File: src/rtl/dma_irq_controller_pkg.sv
// rtl/dma_irq_controller_pkg.sv - shared constants and types for dma_irq_controller
// Contents: register word offsets, AXI response encoding, source limit,
//           byte-strobe expansion helper.
package dma_irq_pkg;

  localparam int MaxIrqCount = 32;

  // Word offsets, compared against address bits [3:2].
  localparam logic [1:0] PendingOffset = 2'd0;
  localparam logic [1:0] MaskOffset    = 2'd1;
  localparam logic [1:0] RawOffset     = 2'd2;
  localparam logic [1:0] ForceOffset   = 2'd3;

  typedef enum logic [1:0] {
    OKAY   = 2'b00,
    SLVERR = 2'b10
  } axi_resp_e;

  // Expands a 4-bit byte strobe into a 32-bit bit mask.
  function automatic logic [31:0] strb_to_mask(input logic [3:0] strb);
    logic [31:0] m;
    for (int i = 0; i < 4; i++) begin
      m[8*i +: 8] = {8{strb[i]}};
    end
    return m;
  endfunction

endpackage

File: src/rtl/dma_irq_controller_if.sv
// rtl/dma_irq_controller_if.sv - AXI4-Lite control bus bundle for dma_irq_controller
// Signals: AW (awaddr/awprot/awvalid/awready), W (wdata/wstrb/wvalid/wready),
//          B (bresp/bvalid/bready), AR (araddr/arprot/arvalid/arready),
//          R (rdata/rresp/rvalid/rready).
// Modports: master (bus initiator), slave (register block).
interface dma_irq_controller_if #(
  parameter int AddrWidth = 32
);
  logic [AddrWidth-1:0] awaddr;
  logic [2:0]           awprot;
  logic                 awvalid;
  logic                 awready;
  logic [31:0]          wdata;
  logic [3:0]           wstrb;
  logic                 wvalid;
  logic                 wready;
  logic [1:0]           bresp;
  logic                 bvalid;
  logic                 bready;
  logic [AddrWidth-1:0] araddr;
  logic [2:0]           arprot;
  logic                 arvalid;
  logic                 arready;
  logic [31:0]          rdata;
  logic [1:0]           rresp;
  logic                 rvalid;
  logic                 rready;

  modport master (
    output awaddr, awprot, awvalid, input awready,
    output wdata, wstrb, wvalid, input wready,
    input bresp, bvalid, output bready,
    output araddr, arprot, arvalid, input arready,
    input rdata, rresp, rvalid, output rready
  );

  modport slave (
    input awaddr, awprot, awvalid, output awready,
    input wdata, wstrb, wvalid, output wready,
    output bresp, bvalid, input bready,
    input araddr, arprot, arvalid, output arready,
    output rdata, rresp, rvalid, input rready
  );

endinterface

File: src/rtl/dma_irq_controller_axi_lite_reg_port.sv
// rtl/dma_irq_controller_axi_lite_reg_port.sv - AXI4-Lite handshake front end with AW/W holds
// Ports: clock_i, reset_i (sync, active high); bus (AXI4-Lite slave modport);
//        wr_en_o/wr_addr_o/wr_data_o/wr_strb_o single-cycle write strobe, wr_err_i decode result;
//        rd_en_o/rd_addr_o single-cycle read strobe, rd_data_i/rd_err_i same-cycle read result.
module axi_lite_reg_port
  import dma_irq_pkg::*;
#(
  parameter int AddrWidth = 32
) (
  input  logic                 clock_i,
  input  logic                 reset_i,
  dma_irq_controller_if.slave  bus,
  output logic                 wr_en_o,
  output logic [AddrWidth-1:0] wr_addr_o,
  output logic [31:0]          wr_data_o,
  output logic [3:0]           wr_strb_o,
  input  logic                 wr_err_i,
  output logic                 rd_en_o,
  output logic [AddrWidth-1:0] rd_addr_o,
  input  logic [31:0]          rd_data_i,
  input  logic                 rd_err_i
);

  logic                 aw_full_q, aw_full_d;
  logic [AddrWidth-1:0] aw_addr_q, aw_addr_d;
  logic                 w_full_q, w_full_d;
  logic [31:0]          w_data_q, w_data_d;
  logic [3:0]           w_strb_q, w_strb_d;
  logic                 bvalid_q, bvalid_d;
  axi_resp_e            bresp_q, bresp_d;
  logic                 rvalid_q, rvalid_d;
  logic [31:0]          rdata_q, rdata_d;
  axi_resp_e            rresp_q, rresp_d;

  logic aw_hs, w_hs, ar_hs;
  logic unused_prot;

  assign unused_prot = ^{bus.awprot, bus.arprot};

  // Readies are gated by reset so they only rise once reset is released.
  assign bus.awready = ~reset_i & ~aw_full_q & ~bvalid_q;
  assign bus.wready  = ~reset_i & ~w_full_q & ~bvalid_q;
  assign bus.arready = ~reset_i & ~rvalid_q;

  assign aw_hs = bus.awvalid & bus.awready;
  assign w_hs  = bus.wvalid & bus.wready;
  assign ar_hs = bus.arvalid & bus.arready;

  // A channel counts as held either from its register or from a handshake
  // this cycle, so simultaneous AW+W commit without an extra cycle.
  assign wr_en_o   = (aw_full_q | aw_hs) & (w_full_q | w_hs);
  assign wr_addr_o = aw_full_q ? aw_addr_q : bus.awaddr;
  assign wr_data_o = w_full_q ? w_data_q : bus.wdata;
  assign wr_strb_o = w_full_q ? w_strb_q : bus.wstrb;

  assign rd_en_o   = ar_hs;
  assign rd_addr_o = bus.araddr;

  assign bus.bvalid = bvalid_q;
  assign bus.bresp  = bresp_q;
  assign bus.rvalid = rvalid_q;
  assign bus.rdata  = rdata_q;
  assign bus.rresp  = rresp_q;

  always_comb begin
    aw_full_d = aw_full_q;
    aw_addr_d = aw_addr_q;
    w_full_d  = w_full_q;
    w_data_d  = w_data_q;
    w_strb_d  = w_strb_q;
    bvalid_d  = bvalid_q;
    bresp_d   = bresp_q;
    rvalid_d  = rvalid_q;
    rdata_d   = rdata_q;
    rresp_d   = rresp_q;

    if (aw_hs) begin
      aw_full_d = 1'b1;
      aw_addr_d = bus.awaddr;
    end
    if (w_hs) begin
      w_full_d = 1'b1;
      w_data_d = bus.wdata;
      w_strb_d = bus.wstrb;
    end

    // Readies are low while bvalid is high, so a commit never overlaps a
    // pending response.
    if (wr_en_o) begin
      aw_full_d = 1'b0;
      w_full_d  = 1'b0;
      bvalid_d  = 1'b1;
      bresp_d   = wr_err_i ? SLVERR : OKAY;
    end else if (bvalid_q && bus.bready) begin
      bvalid_d = 1'b0;
    end

    if (ar_hs) begin
      rvalid_d = 1'b1;
      rdata_d  = rd_data_i;
      rresp_d  = rd_err_i ? SLVERR : OKAY;
    end else if (rvalid_q && bus.rready) begin
      rvalid_d = 1'b0;
    end
  end

  always_ff @(posedge clock_i) begin
    if (reset_i) begin
      aw_full_q <= 1'b0;
      aw_addr_q <= '0;
      w_full_q  <= 1'b0;
      w_data_q  <= '0;
      w_strb_q  <= '0;
      bvalid_q  <= 1'b0;
      bresp_q   <= OKAY;
      rvalid_q  <= 1'b0;
      rdata_q   <= '0;
      rresp_q   <= OKAY;
    end else begin
      aw_full_q <= aw_full_d;
      aw_addr_q <= aw_addr_d;
      w_full_q  <= w_full_d;
      w_data_q  <= w_data_d;
      w_strb_q  <= w_strb_d;
      bvalid_q  <= bvalid_d;
      bresp_q   <= bresp_d;
      rvalid_q  <= rvalid_d;
      rdata_q   <= rdata_d;
      rresp_q   <= rresp_d;
    end
  end

endmodule

File: src/rtl/dma_irq_controller.sv
// rtl/dma_irq_controller.sv - sticky, maskable interrupt capture for DMA completion lines
// Ports: clock_i, reset_i (sync, active high); irq_in_i raw completion lines
//        (bit 0 writerDone, bit 1 readerDone); irq_out_o registered pending & mask;
//        irq_any_o registered OR of irq_out_o; bus AXI4-Lite slave for PENDING (0x0, RW1C),
//        MASK (0x4, RW), RAW (0x8, RO), FORCE (0xC, W1S into PENDING, reads 0).
module dma_irq_controller
  import dma_irq_pkg::*;
#(
  parameter int IrqCount  = 2,
  parameter int AddrWidth = 32
) (
  input  logic                clock_i,
  input  logic                reset_i,
  input  logic [IrqCount-1:0] irq_in_i,
  output logic [IrqCount-1:0] irq_out_o,
  output logic                irq_any_o,
  dma_irq_controller_if.slave bus
);

  logic                 wr_en;
  logic [AddrWidth-1:0] wr_addr;
  logic [31:0]          wr_data;
  logic [3:0]           wr_strb;
  logic                 wr_err;
  logic                 rd_en;
  logic [AddrWidth-1:0] rd_addr;
  logic [MaxIrqCount-1:0] rd_word;
  logic                 rd_err;

  logic [IrqCount-1:0] irq_prev_q;
  logic [IrqCount-1:0] pending_q, pending_d;
  logic [IrqCount-1:0] mask_q, mask_d;
  logic [IrqCount-1:0] irq_out_q;
  logic                irq_any_q;

  logic [IrqCount-1:0] rise;
  logic [IrqCount-1:0] clr;
  logic [IrqCount-1:0] frc;
  logic [31:0]         byte_mask;
  logic [31:0]         wr_bits;
  logic                unused_bits;

  axi_lite_reg_port #(
    .AddrWidth(AddrWidth)
  ) u_port (
    .clock_i  (clock_i),
    .reset_i  (reset_i),
    .bus      (bus),
    .wr_en_o  (wr_en),
    .wr_addr_o(wr_addr),
    .wr_data_o(wr_data),
    .wr_strb_o(wr_strb),
    .wr_err_i (wr_err),
    .rd_en_o  (rd_en),
    .rd_addr_o(rd_addr),
    .rd_data_i(rd_word),
    .rd_err_i (rd_err)
  );

  // Only offsets 0x0..0xC exist; anything with higher bits set is unmapped.
  assign wr_err = |wr_addr[AddrWidth-1:4];
  assign rd_err = |rd_addr[AddrWidth-1:4];

  assign byte_mask = strb_to_mask(wr_strb);
  assign wr_bits   = wr_data & byte_mask;

  // Reads have no side effects, so rd_en and the byte-offset bits go unused.
  assign unused_bits = ^{rd_en, wr_addr[1:0], rd_addr[1:0], wr_bits, byte_mask};

  assign rise = irq_in_i & ~irq_prev_q;

  always_comb begin
    clr    = '0;
    frc    = '0;
    mask_d = mask_q;
    if (wr_en && !wr_err) begin
      case (wr_addr[3:2])
        PendingOffset: clr    = wr_bits[IrqCount-1:0];
        MaskOffset:    mask_d = (mask_q & ~byte_mask[IrqCount-1:0]) | wr_bits[IrqCount-1:0];
        ForceOffset:   frc    = wr_bits[IrqCount-1:0];
        default:       ;
      endcase
    end
  end

  // Set has priority over a same-cycle W1C.
  assign pending_d = (pending_q & ~clr) | rise | frc;

  // Reads see state before this edge, so a same-cycle set is not visible yet.
  always_comb begin
    rd_word = '0;
    if (!rd_err) begin
      case (rd_addr[3:2])
        PendingOffset: rd_word[IrqCount-1:0] = pending_q;
        MaskOffset:    rd_word[IrqCount-1:0] = mask_q;
        RawOffset:     rd_word[IrqCount-1:0] = irq_in_i;
        default:       ;
      endcase
    end
  end

  always_ff @(posedge clock_i) begin
    if (reset_i) begin
      irq_prev_q <= '0;
      pending_q  <= '0;
      mask_q     <= '0;
      irq_out_q  <= '0;
      irq_any_q  <= 1'b0;
    end else begin
      irq_prev_q <= irq_in_i;
      pending_q  <= pending_d;
      mask_q     <= mask_d;
      irq_out_q  <= pending_q & mask_q;
      irq_any_q  <= |(pending_q & mask_q);
    end
  end

  assign irq_out_o = irq_out_q;
  assign irq_any_o = irq_any_q;

endmodule

File: src/flat_wrapper.sv
// flat-port wrapper written by rule: the top's interface ports become plain ports
module dma_irq_controller_flat import dma_irq_pkg::*;
#(
  parameter int IrqCount  = 2,
  parameter int AddrWidth = 32
)
  (clock_i, reset_i, irq_in_i, irq_out_o, irq_any_o, bus_awaddr, bus_awprot, bus_awvalid, bus_awready, bus_wdata, bus_wstrb, bus_wvalid, bus_wready, bus_bresp, bus_bvalid, bus_bready, bus_araddr, bus_arprot, bus_arvalid, bus_arready, bus_rdata, bus_rresp, bus_rvalid, bus_rready);
  dma_irq_controller_if #(.AddrWidth(AddrWidth)) bus_i ();
  input  logic clock_i;
  input  logic reset_i;
  input  logic [IrqCount-1:0] irq_in_i;
  output logic [IrqCount-1:0] irq_out_o;
  output logic irq_any_o;
  input wire logic [$bits(bus_i.awaddr)-1:0] bus_awaddr;
  input wire logic [$bits(bus_i.awprot)-1:0] bus_awprot;
  input wire logic [$bits(bus_i.awvalid)-1:0] bus_awvalid;
  output wire logic [$bits(bus_i.awready)-1:0] bus_awready;
  input wire logic [$bits(bus_i.wdata)-1:0] bus_wdata;
  input wire logic [$bits(bus_i.wstrb)-1:0] bus_wstrb;
  input wire logic [$bits(bus_i.wvalid)-1:0] bus_wvalid;
  output wire logic [$bits(bus_i.wready)-1:0] bus_wready;
  output wire logic [$bits(bus_i.bresp)-1:0] bus_bresp;
  output wire logic [$bits(bus_i.bvalid)-1:0] bus_bvalid;
  input wire logic [$bits(bus_i.bready)-1:0] bus_bready;
  input wire logic [$bits(bus_i.araddr)-1:0] bus_araddr;
  input wire logic [$bits(bus_i.arprot)-1:0] bus_arprot;
  input wire logic [$bits(bus_i.arvalid)-1:0] bus_arvalid;
  output wire logic [$bits(bus_i.arready)-1:0] bus_arready;
  output wire logic [$bits(bus_i.rdata)-1:0] bus_rdata;
  output wire logic [$bits(bus_i.rresp)-1:0] bus_rresp;
  output wire logic [$bits(bus_i.rvalid)-1:0] bus_rvalid;
  input wire logic [$bits(bus_i.rready)-1:0] bus_rready;
  assign bus_i.awaddr = bus_awaddr;
  assign bus_i.awprot = bus_awprot;
  assign bus_i.awvalid = bus_awvalid;
  assign bus_awready = bus_i.awready;
  assign bus_i.wdata = bus_wdata;
  assign bus_i.wstrb = bus_wstrb;
  assign bus_i.wvalid = bus_wvalid;
  assign bus_wready = bus_i.wready;
  assign bus_bresp = bus_i.bresp;
  assign bus_bvalid = bus_i.bvalid;
  assign bus_i.bready = bus_bready;
  assign bus_i.araddr = bus_araddr;
  assign bus_i.arprot = bus_arprot;
  assign bus_i.arvalid = bus_arvalid;
  assign bus_arready = bus_i.arready;
  assign bus_rdata = bus_i.rdata;
  assign bus_rresp = bus_i.rresp;
  assign bus_rvalid = bus_i.rvalid;
  assign bus_i.rready = bus_rready;
  dma_irq_controller #(.IrqCount(IrqCount), .AddrWidth(AddrWidth)) u_core (.clock_i(clock_i), .reset_i(reset_i), .irq_in_i(irq_in_i), .irq_out_o(irq_out_o), .irq_any_o(irq_any_o), .bus(bus_i));
endmodule
File: config.mk
export PLATFORM = sky130hd
export DESIGN_NAME = dma_irq_controller_flat
export DESIGN_NICKNAME = d
export VERILOG_FILES = /design/src/rtl/dma_irq_controller_pkg.sv /design/src/rtl/dma_irq_controller_if.sv /design/src/rtl/dma_irq_controller_axi_lite_reg_port.sv /design/src/rtl/dma_irq_controller.sv /design/src/flat_wrapper.sv
export SDC_FILE = /design/constraint.sdc
export NUM_CORES = 1
export LEC_CHECK = 0
export BUFFER_PORTS_ARGS = -buffer_cell sky130_fd_sc_hd__buf_2
export CORE_MARGIN = 5
export CORE_UTILIZATION = 50
export CTS_CLUSTER_SIZE = 28
export DETAILED_ROUTE_END_ITERATION = 8
export PLACE_DENSITY = 0.74
export SETUP_SLACK_MARGIN = 0.3
export SYNTH_ARGS = -nofsm -noshare
export SYNTH_HDL_FRONTEND = slang
export SYNTH_HIERARCHICAL = 1
export SYNTH_SLANG_ARGS = --single-unit
File: constraint.sdc
create_clock -name clock_i -period 5.6 [get_ports clock_i]
set_input_delay 0.84 -clock clock_i [delete_from_list [all_inputs] [get_ports clock_i]]
set_output_delay 0.84 -clock clock_i [all_outputs]
set_load 0.01 [all_outputs]
==> impl_metrics.ini, run 1 <==
[setup_path]
path_max_fanout = 51
worst-setup-path-type = in -> out
path_delay_family = buffers and inverters
crit_slowest_cell = buf_2
cp_data_required_time_ns = 4.76
worst-path-buf-inv = 3
critPathLaunchType = primary input
crit_path_max_incr_delay_ns = 0.53
critPathMostFrequentCell = buf_2
crit_chain = buf_2 > buf_4 > nor2_1 > buf_2
worstPathArrival_ns = 2.14
cp-end-kind = output port

[cells_and_area]
antenna_cells = 0
nets = 668
final_layout_size_suffix_gt1_frac = 0.317
area_growth_pct = 16.2
finalInstanceArea_mm2 = 0.00458

[timing]
setup_ws_ns = 2.62
final.setup.tns_ns = 0
fin_skew_ns = 0.0133
final_max_slew_viol_count = 0
rsz0062_at_grt = no
timing.final.crit_period_ns = 2.98
max_freq_mhz = 336
finalCritPeriodShare = 0.532
setup_viol = 0
relSlewSlack = 0.311
worstMarginPinSlew_ns = 1.03
hold_viol_final = 0

[clocking]
path_clk_slew_ns = 0.08
cts_buffers = 9
clock_sinks = 80
postCtsHoldBufs = 0
post-cts-setup-buffers = 0
postCtsResizedCells = 0
cts_buffer_depth = 2
htreeDepth = 3
cts_tree = done
cts_root_buf = clkbuf_8
clk_latency_ns = 0.35

[power]
power_density_mw_per_mm2 = 291
p_int_mw = 1.01
power_frac_comb = 0.140
switching_share = 0.244
seqPwrFrac = 0.465
p_leak_nw = 1.91
ir_worst_vdd_mv = 0.129
p_sw_uw = 326
p_clk_frac = 0.395

[floorplan]
die_area_mm2 = 0.00975
start_util = 0.512
core_area_mm2 = 0.00769
rows = 32
die_height_um = 98.7
die_x_um = 98.7
io_pins = 159

[min_path]
hp-class = reg -> reg

[yosys]
syn-instance-count = 463
syn-cell-area_mm2 = 0.00394
synth_warnings = 6
syn_area_per_cell_um2 = 8.50

[placement]
placedInstanceArea_mm2 = 0.00432
gp_congestion = 0.746
place_ws_ns = 2.62
io_buffer_count = 113
hpwlAfterDp_um = 5970

[grt]
grt_overflow = 0
grt_pass1_vias = 3082
grtUsageTotal = 0.172
grt_first_pass_wirelength_um = 13800
antenna_found_initial = 0
grt_max_degree = 67

[routing]
firstDrtPassIters = 4
viasPerCell = 4.87
ant_nets = 0
drtIter0Drc = 177
drcViolationCount = 0
via_count = 3217
wl_per_cell_um = 12.8
finalWirelength_um = 8430

[run_status]
status = finished, final reports clean

[flow_run]
maxCapViolCount = 0
sequential cells by signal, indices dropped and copies added, names as in the netlist, 2 cells and up, named ones only:
register / cells
u_core/u_port/bus.rdata: 32
u_core/u_port/aw_addr_q: 30
u_core/pending_q: 2
u_core/irq_prev_q: 2
u_core/irq_out_o: 2
u_core/u_port/w_data_q: 2
worst paths after layout:
| check | startpoint | to | slack [ns] | cells past startpoint |
|---|---|---|---|---|
| worst max-delay path | reset_i | bus_arready | 2.62 | 4 |
| worst min-delay path | u_core/u_port/w_data_q[1]$_SDFFE_PP0P_ | u_core/u_port/w_data_q[1]$_SDFFE_PP0P_ | 0.46 | 2 |
| worst max register to register | u_core/u_port/aw_full_q$_SDFFE_PP0P_ | u_core/pending_q[1]$_SDFF_PP0_ | 2.94 | 6 |
| worst min register to register | u_core/u_port/w_data_q[1]$_SDFFE_PP0P_ | u_core/u_port/w_data_q[1]$_SDFFE_PP0P_ | 0.46 | 2 |
area by class of cell:
cell class                 count  area [µm²]
fill                         710        3110
multi-input combinational    340        1980
sequential                    80        1600
timing repair buffer         117         596
clock buffer                  11         151
tap                          102         128
clock inverter                 5         103
inverter                       5        18.8
tightest hold or removal path: stages (launching register included):
cell	delay, ns
dfxtp_1	0.31
nand2_1	0.05
a21oi_1	0.05
power groups by stage:
stage	clock, mW	combinational [mW]	sequential [mW]
after global placement	0	0.181	0.631
after global routing	0.564	0.208	0.625
after floorplan	0	0.138	0.638
final	0.527	0.186	0.620
after CTS	0.537	0.187	0.621
after detailed placement	0	0.186	0.633
layer usage:
layer  wire length, µm  global-route usage  vias to the layer above
li1                  -                   -                     1669
met1              3830               0.214                     1435
met2              3770               0.275                       99
met3               669              0.0538                       14
met4               167              0.0714                        0
met5                 0                   0                        -
layout by cell type, fill, tap and decap left out, types with 2 or more instances in the layout:
master and n:
a21oi_1 37, a221o_1 2, a41oi_1 2, buf_2 113
buf_4 4, bufinv_16 3, clkbuf_8 11, conb_1 32
dfxtp_1 80, inv_1 5, mux2_2 33, mux2i_1 3
nand2_1 100, nand2b_1 37, nand3_1 5, nand4_1 3
nor2_1 10, nor2b_1 4, nor3_1 6, nor4_1 11
nor4_2 3, nor4b_4 3, o21ai_0 35, o22ai_1 2
per-stage QoR:
step	instances	hold WS [ns]	power, mW	utilization
2_1_floorplan	493	0.431	0.776	-
3_3_place_gp	644	0.438	0.813	0.562
3_5_place_dp	644	0.445	0.819	0.562
4_1_cts	660	0.456	1.34	0.595
5_1_grt	660	0.466	1.40	0.595
6_report	660	0.457	1.33	0.595
Power figures use the tool's default switching activity.
==> inputs of run 2 (changes only) <==
Clock period 5.6 ns to 3.05 ns, I/O delays scaled along.
==> impl_metrics.ini, run 2 (synthesis results as in run 1) <==
[floorplan]
core_area_mm2 = 0.00769
io_pins = 159
start_util = 0.512
die_x_um = 98.7
die_area_mm2 = 0.00975
rows = 32
die_height_um = 98.7

[setup_path]
path_depth = 6
r2r_cells = 6
path_max_fanout = 16
r2r_slack_ns = 0.60
cp_data_required_time_ns = 3.28
worst-path-buf-inv = 1
critPathLaunchType = register
timing.rr.end = u_core/pending_q[0]$_SDFF_PP0_
r2r_start = u_core/u_port/aw_full_q$_SDFFE_PP0P_
cp-end-kind = register
crit_path_max_incr_delay_ns = 0.56
worst-setup-path-type = reg -> reg
crit_slowest_cell = dfxtp_2
crit_chain = buf_4 > mux2_2 > nor4_1 > and4_1 > a41oi_1 > a221o_1
path_delay_family = simple AND/OR/NAND/NOR gates
startpoint = u_core/u_port/aw_full_q$_SDFFE_PP0P_
worstPathArrival_ns = 2.68

[clocking]
clock_sinks = 80
cts_root_buf = clkbuf_8
cts_buffers = 9
clk_latency_ns = 0.34
cts_buffer_depth = 2
path_clk_slew_ns = 0.08
postCtsHoldBufs = 0
htreeDepth = 3
post-cts-setup-buffers = 0
cts_tree = done
postCtsResizedCells = 0

[cells_and_area]
nets = 671
largest_reg_flops = 32
area_growth_pct = 15.4
antenna_cells = 0
finalInstanceArea_mm2 = 0.00455
layout_common_cells = 113 x buf_2, 100 x nand2_1, 79 x dfxtp_1
layout_commonest_cell = buf_2
final_layout_size_suffix_gt1_frac = 0.320

[timing]
hold_viol_final = 0
setup_viol = 0
max_freq_mhz = 408
finalCritPeriodShare = 0.803
final.setup.tns_ns = 0
relSlewSlack = 0.298
timing.final.crit_period_ns = 2.45
hold_slack_ns = 0.294
fin_skew_ns = 0.00505
final_max_slew_viol_count = 0
rsz0062_at_grt = no
worstMarginPinSlew_ns = 1.05
setup_ws_ns = 0.601

[routing]
wl_per_cell_um = 12.8
viasPerCell = 4.87
via_count = 3223
drcViolationCount = 0
ant_nets = 0
drtIter0Drc = 137
firstDrtPassIters = 4
finalWirelength_um = 8480

[power]
power_density_mw_per_mm2 = 494
p_leak_nw = 1.90
ir_worst_vdd_mv = 0.245
finalPower_mw = 2.25

[grt]
grt_pass1_vias = 3082
grt_overflow = 0
antenna_found_initial = 0
grt_first_pass_wirelength_um = 14000
grtUsageTotal = 0.172
grt_max_degree = 67

[flow_run]
maxCapViolCount = 0

[run_status]
status = finished, final reports clean

[min_path]
hold_depth = 2
hold_end = u_core/u_port/bus.rvalid$_SDFFE_PP0P_
hp-class = in -> reg
hold_start = bus_rready

[placement]
hpwlAfterDp_um = 6110
place_ws_ns = 0.368
gp_congestion = 0.767
placedInstanceArea_mm2 = 0.00436
io_buffer_count = 113
-- run 2: area by class of cell --
type | count | area (µm²)
Inverter | 5 | 18.8
Fill cell | 728 | 3140
Clock inverter | 4 | 45.0
Clock buffer | 11 | 141
Tap cell | 102 | 128
Multi-Input combinational cell | 340 | 1980
Timing Repair Buffer | 120 | 631
Sequential cell | 80 | 1600
-- run 2: worst max-delay path by stage --
stage / end / slack (ns)
after floorplan: u_core/pending_q[1]$_SDFF_PP0_ / 0.90
after global routing: u_core/pending_q[0]$_SDFF_PP0_ / 0.34
after global placement: u_core/pending_q[0]$_SDFF_PP0_ / 0.41
after CTS: u_core/pending_q[0]$_SDFF_PP0_ / 0.35
after detailed placement: u_core/pending_q[0]$_SDFF_PP0_ / 0.37
final: u_core/pending_q[0]$_SDFF_PP0_ / 0.60
-- run 2: stage by stage --
| step | cells | util |
|---|---|---|
| CTS | 662 | 0.591 |
| global route | 662 | 0.591 |
| finish | 662 | 0.591 |
| floorplan | 493 | - |
| detailed placement | 647 | 0.567 |
| global placement | 647 | 0.567 |
-- run 2: where the power goes --
group / leakage, nW / total (mW) / switching, mW / internal, mW
combinational: 1.15 / 0.342 / 0.179 / 0.163
clock: 0.0989 / 0.759 / 0.366 / 0.393
sequential: 0.656 / 1.14 / 0.0392 / 1.11
total: 1.90 / 2.25 / 0.585 / 1.66
-- run 2: layer usage --
| layer | part of all wire | vias up | track usage |
|---|---|---|---|
| met4 | 0.014 | 0 | 0.0662 |
| met3 | 0.077 | 13 | 0.0580 |
| met5 | 0 | - | 0 |
| met2 | 0.46 | 92 | 0.272 |
| li1 | - | 1674 | - |
| met1 | 0.45 | 1444 | 0.218 |
==> inputs of run 3 (changes only) <==
Settings changed: CORE_UTILIZATION 50 to 49, PLACE_DENSITY 0.74 to 0.76.
Clock period 3.05 ns to 2.1 ns, I/O delays scaled along.
==> impl_metrics.ini, run 3 (synthesis results as in run 1) <==
[floorplan]
die_x_um = 99.6
start_util = 0.507
die_area_mm2 = 0.00993
rows = 32
core_area_mm2 = 0.00777
die_height_um = 99.6
io_pins = 159

[clocking]
clock_sinks = 80
cts_buffer_depth = 2
cts_tree = done
clk_latency_ns = 0.35
cts_buffers = 9
htreeDepth = 3
postCtsHoldBufs = 0
path_clk_slew_ns = 0.09
cts_root_buf = clkbuf_8

[cells_and_area]
layout_common_cells = 113 x buf_2, 100 x nand2_1, 79 x dfxtp_1
antenna_cells = 0
nets = 688
layout_commonest_cell = buf_2
largest_reg_flops = 32
area_growth_pct = 22.8
finalInstanceArea_mm2 = 0.00483
n_fill_cell = 704
instances_no_fill = 680
final_layout_size_suffix_gt1_frac = 0.360

[grt]
grtUsageTotal = 0.180
antenna_found_initial = 0
grt_first_pass_wirelength_um = 14700
grt_max_degree = 67
grt_overflow = 0
grt_pass1_vias = 3257

[power]
switching_share = 0.276
power_frac_comb = 0.173
p_leak_nw = 2.03
ir_worst_vdd_mv = 0.360
p_int_mw = 2.44
p_clk_frac = 0.335
p_sw_uw = 930
seqPwrFrac = 0.492
power_density_mw_per_mm2 = 697
finalPower_mw = 3.37

[min_path]
hold_start = bus_rready
hp-class = in -> reg
hold_depth = 2
hold_end = u_core/u_port/bus.rvalid$_SDFFE_PP0P_

[setup_path]
r2r_start = u_core/u_port/aw_full_q$_SDFFE_PP0P_
cp-end-kind = register
timing.rr.end = u_core/pending_q[0]$_SDFF_PP0_
crit_slowest_cell = dfxtp_4
r2r_slack_ns = 0.06
path_delay_family = simple AND/OR/NAND/NOR gates
worstPathArrival_ns = 2.33
cp_data_required_time_ns = 2.38
critPathLaunchType = register
worst-path-buf-inv = 2
crit_chain = buf_8 > mux2_4 > nor4_4 > buf_4 > nand3_2 > nor4_2 > a221o_1
crit_path_max_incr_delay_ns = 0.41
worst-setup-path-type = reg -> reg
r2r_cells = 7
path_max_fanout = 8

[routing]
finalWirelength_um = 9040
drtIter0Drc = 127
firstDrtPassIters = 4
viasPerCell = 4.90
ant_nets = 0
drcViolationCount = 0
wl_per_cell_um = 13.3
via_count = 3330

[timing]
hold_slack_ns = 0.144
hold_viol_final = 0
final_max_slew_viol_count = 0
finalCritPeriodShare = 0.973
rsz0062_at_grt = yes
setup_viol = 0
timing.final.crit_period_ns = 2.04
fin_skew_ns = 0.0141
max_freq_mhz = 489

[run_status]
status = finished, final reports clean

[placement]
place_inst = 661
io_buffer_count = 113
gp_congestion = 0.758
hpwlAfterDp_um = 6560
placedInstanceArea_mm2 = 0.00450

[flow_run]
maxCapViolCount = 0
==> run 3: worst reg2reg max path, cell delays in order, from the launching register on <==
cell     delay, ns
dfxtp_4       0.41
buf_8         0.15
mux2_4        0.32
nor4_4        0.30
buf_4         0.17
nand3_2       0.08
nor4_2        0.35
a221o_1       0.20
==> run 3: worst max path at each step <==
stage	from	endpoint	slack, ns	depth (start not counted)
3_5_place_dp	u_core/u_port/aw_full_q$_SDFFE_PP0P_	u_core/pending_q[0]$_SDFF_PP0_	-0.04	7
3_3_place_gp	u_core/u_port/aw_full_q$_SDFFE_PP0P_	u_core/pending_q[0]$_SDFF_PP0_	-0.007	7
5_1_grt	u_core/u_port/aw_full_q$_SDFFE_PP0P_	u_core/pending_q[0]$_SDFF_PP0_	-0.02	6
6_report	u_core/u_port/aw_full_q$_SDFFE_PP0P_	u_core/pending_q[0]$_SDFF_PP0_	0.06	7
4_1_cts	u_core/u_port/aw_full_q$_SDFFE_PP0P_	u_core/pending_q[1]$_SDFF_PP0_	0.08	6
2_1_floorplan	u_core/u_port/aw_full_q$_SDFFE_PP0P_	u_core/pending_q[1]$_SDFF_PP0_	0.13	7
==> run 3: timing repair <==
action | 4_1_cts | 5_1_grt
pin swaps | 8 | 0
setup buffers | 3 | 0
endpoints found under the hold margin | 0 | 0
cloned | 0 | 0
endpoints found under the setup margin | 5 | 5
resized for setup | 20 | 5
==> run 3: metrics by stage <==
stage / util / TNS, ns / setup slack, ns
CTS: 0.620 / 0 / 0.0775
global placement: 0.580 / -0.00687 / -0.00687
floorplan: - / 0 / 0.135
detailed placement: 0.580 / -0.0731 / -0.0372
finish: 0.622 / 0 / 0.0563
global route: 0.622 / -0.0211 / -0.0165
==> run 3: metal layers <==
metal	GRT usage	up-vias	wire length [µm]
li1	-	1706	-
met1	0.216	1529	3790
met2	0.313	83	4450
met3	0.0414	12	634
met4	0.0704	0	160
met5	0	-	0
==> run 3: area by class of cell <==
| cell class | instances | area [µm²] | share of cell area |
|---|---|---|---|
| sequential | 80 | 1610 | 0.332 |
| tap | 102 | 128 | 0.0264 |
| timing repair buffer | 137 | 777 | 0.161 |
| clock inverter | 7 | 70.1 | 0.0145 |
| multi-input combinational | 340 | 2110 | 0.437 |
| clock buffer | 9 | 124 | 0.0256 |
| inverter | 5 | 18.8 | 0.00388 |
==> run 3: power by group through the flow <==
stage                     Clock, mW  Sequential [mW]  Combinational, mW
final                          1.13             1.66              0.582
after detailed placement          0             1.69              0.541
after CTS                      1.15             1.66              0.581
after floorplan                   0             1.70              0.388
after global routing           1.23             1.67              0.636
after global placement            0             1.68              0.526
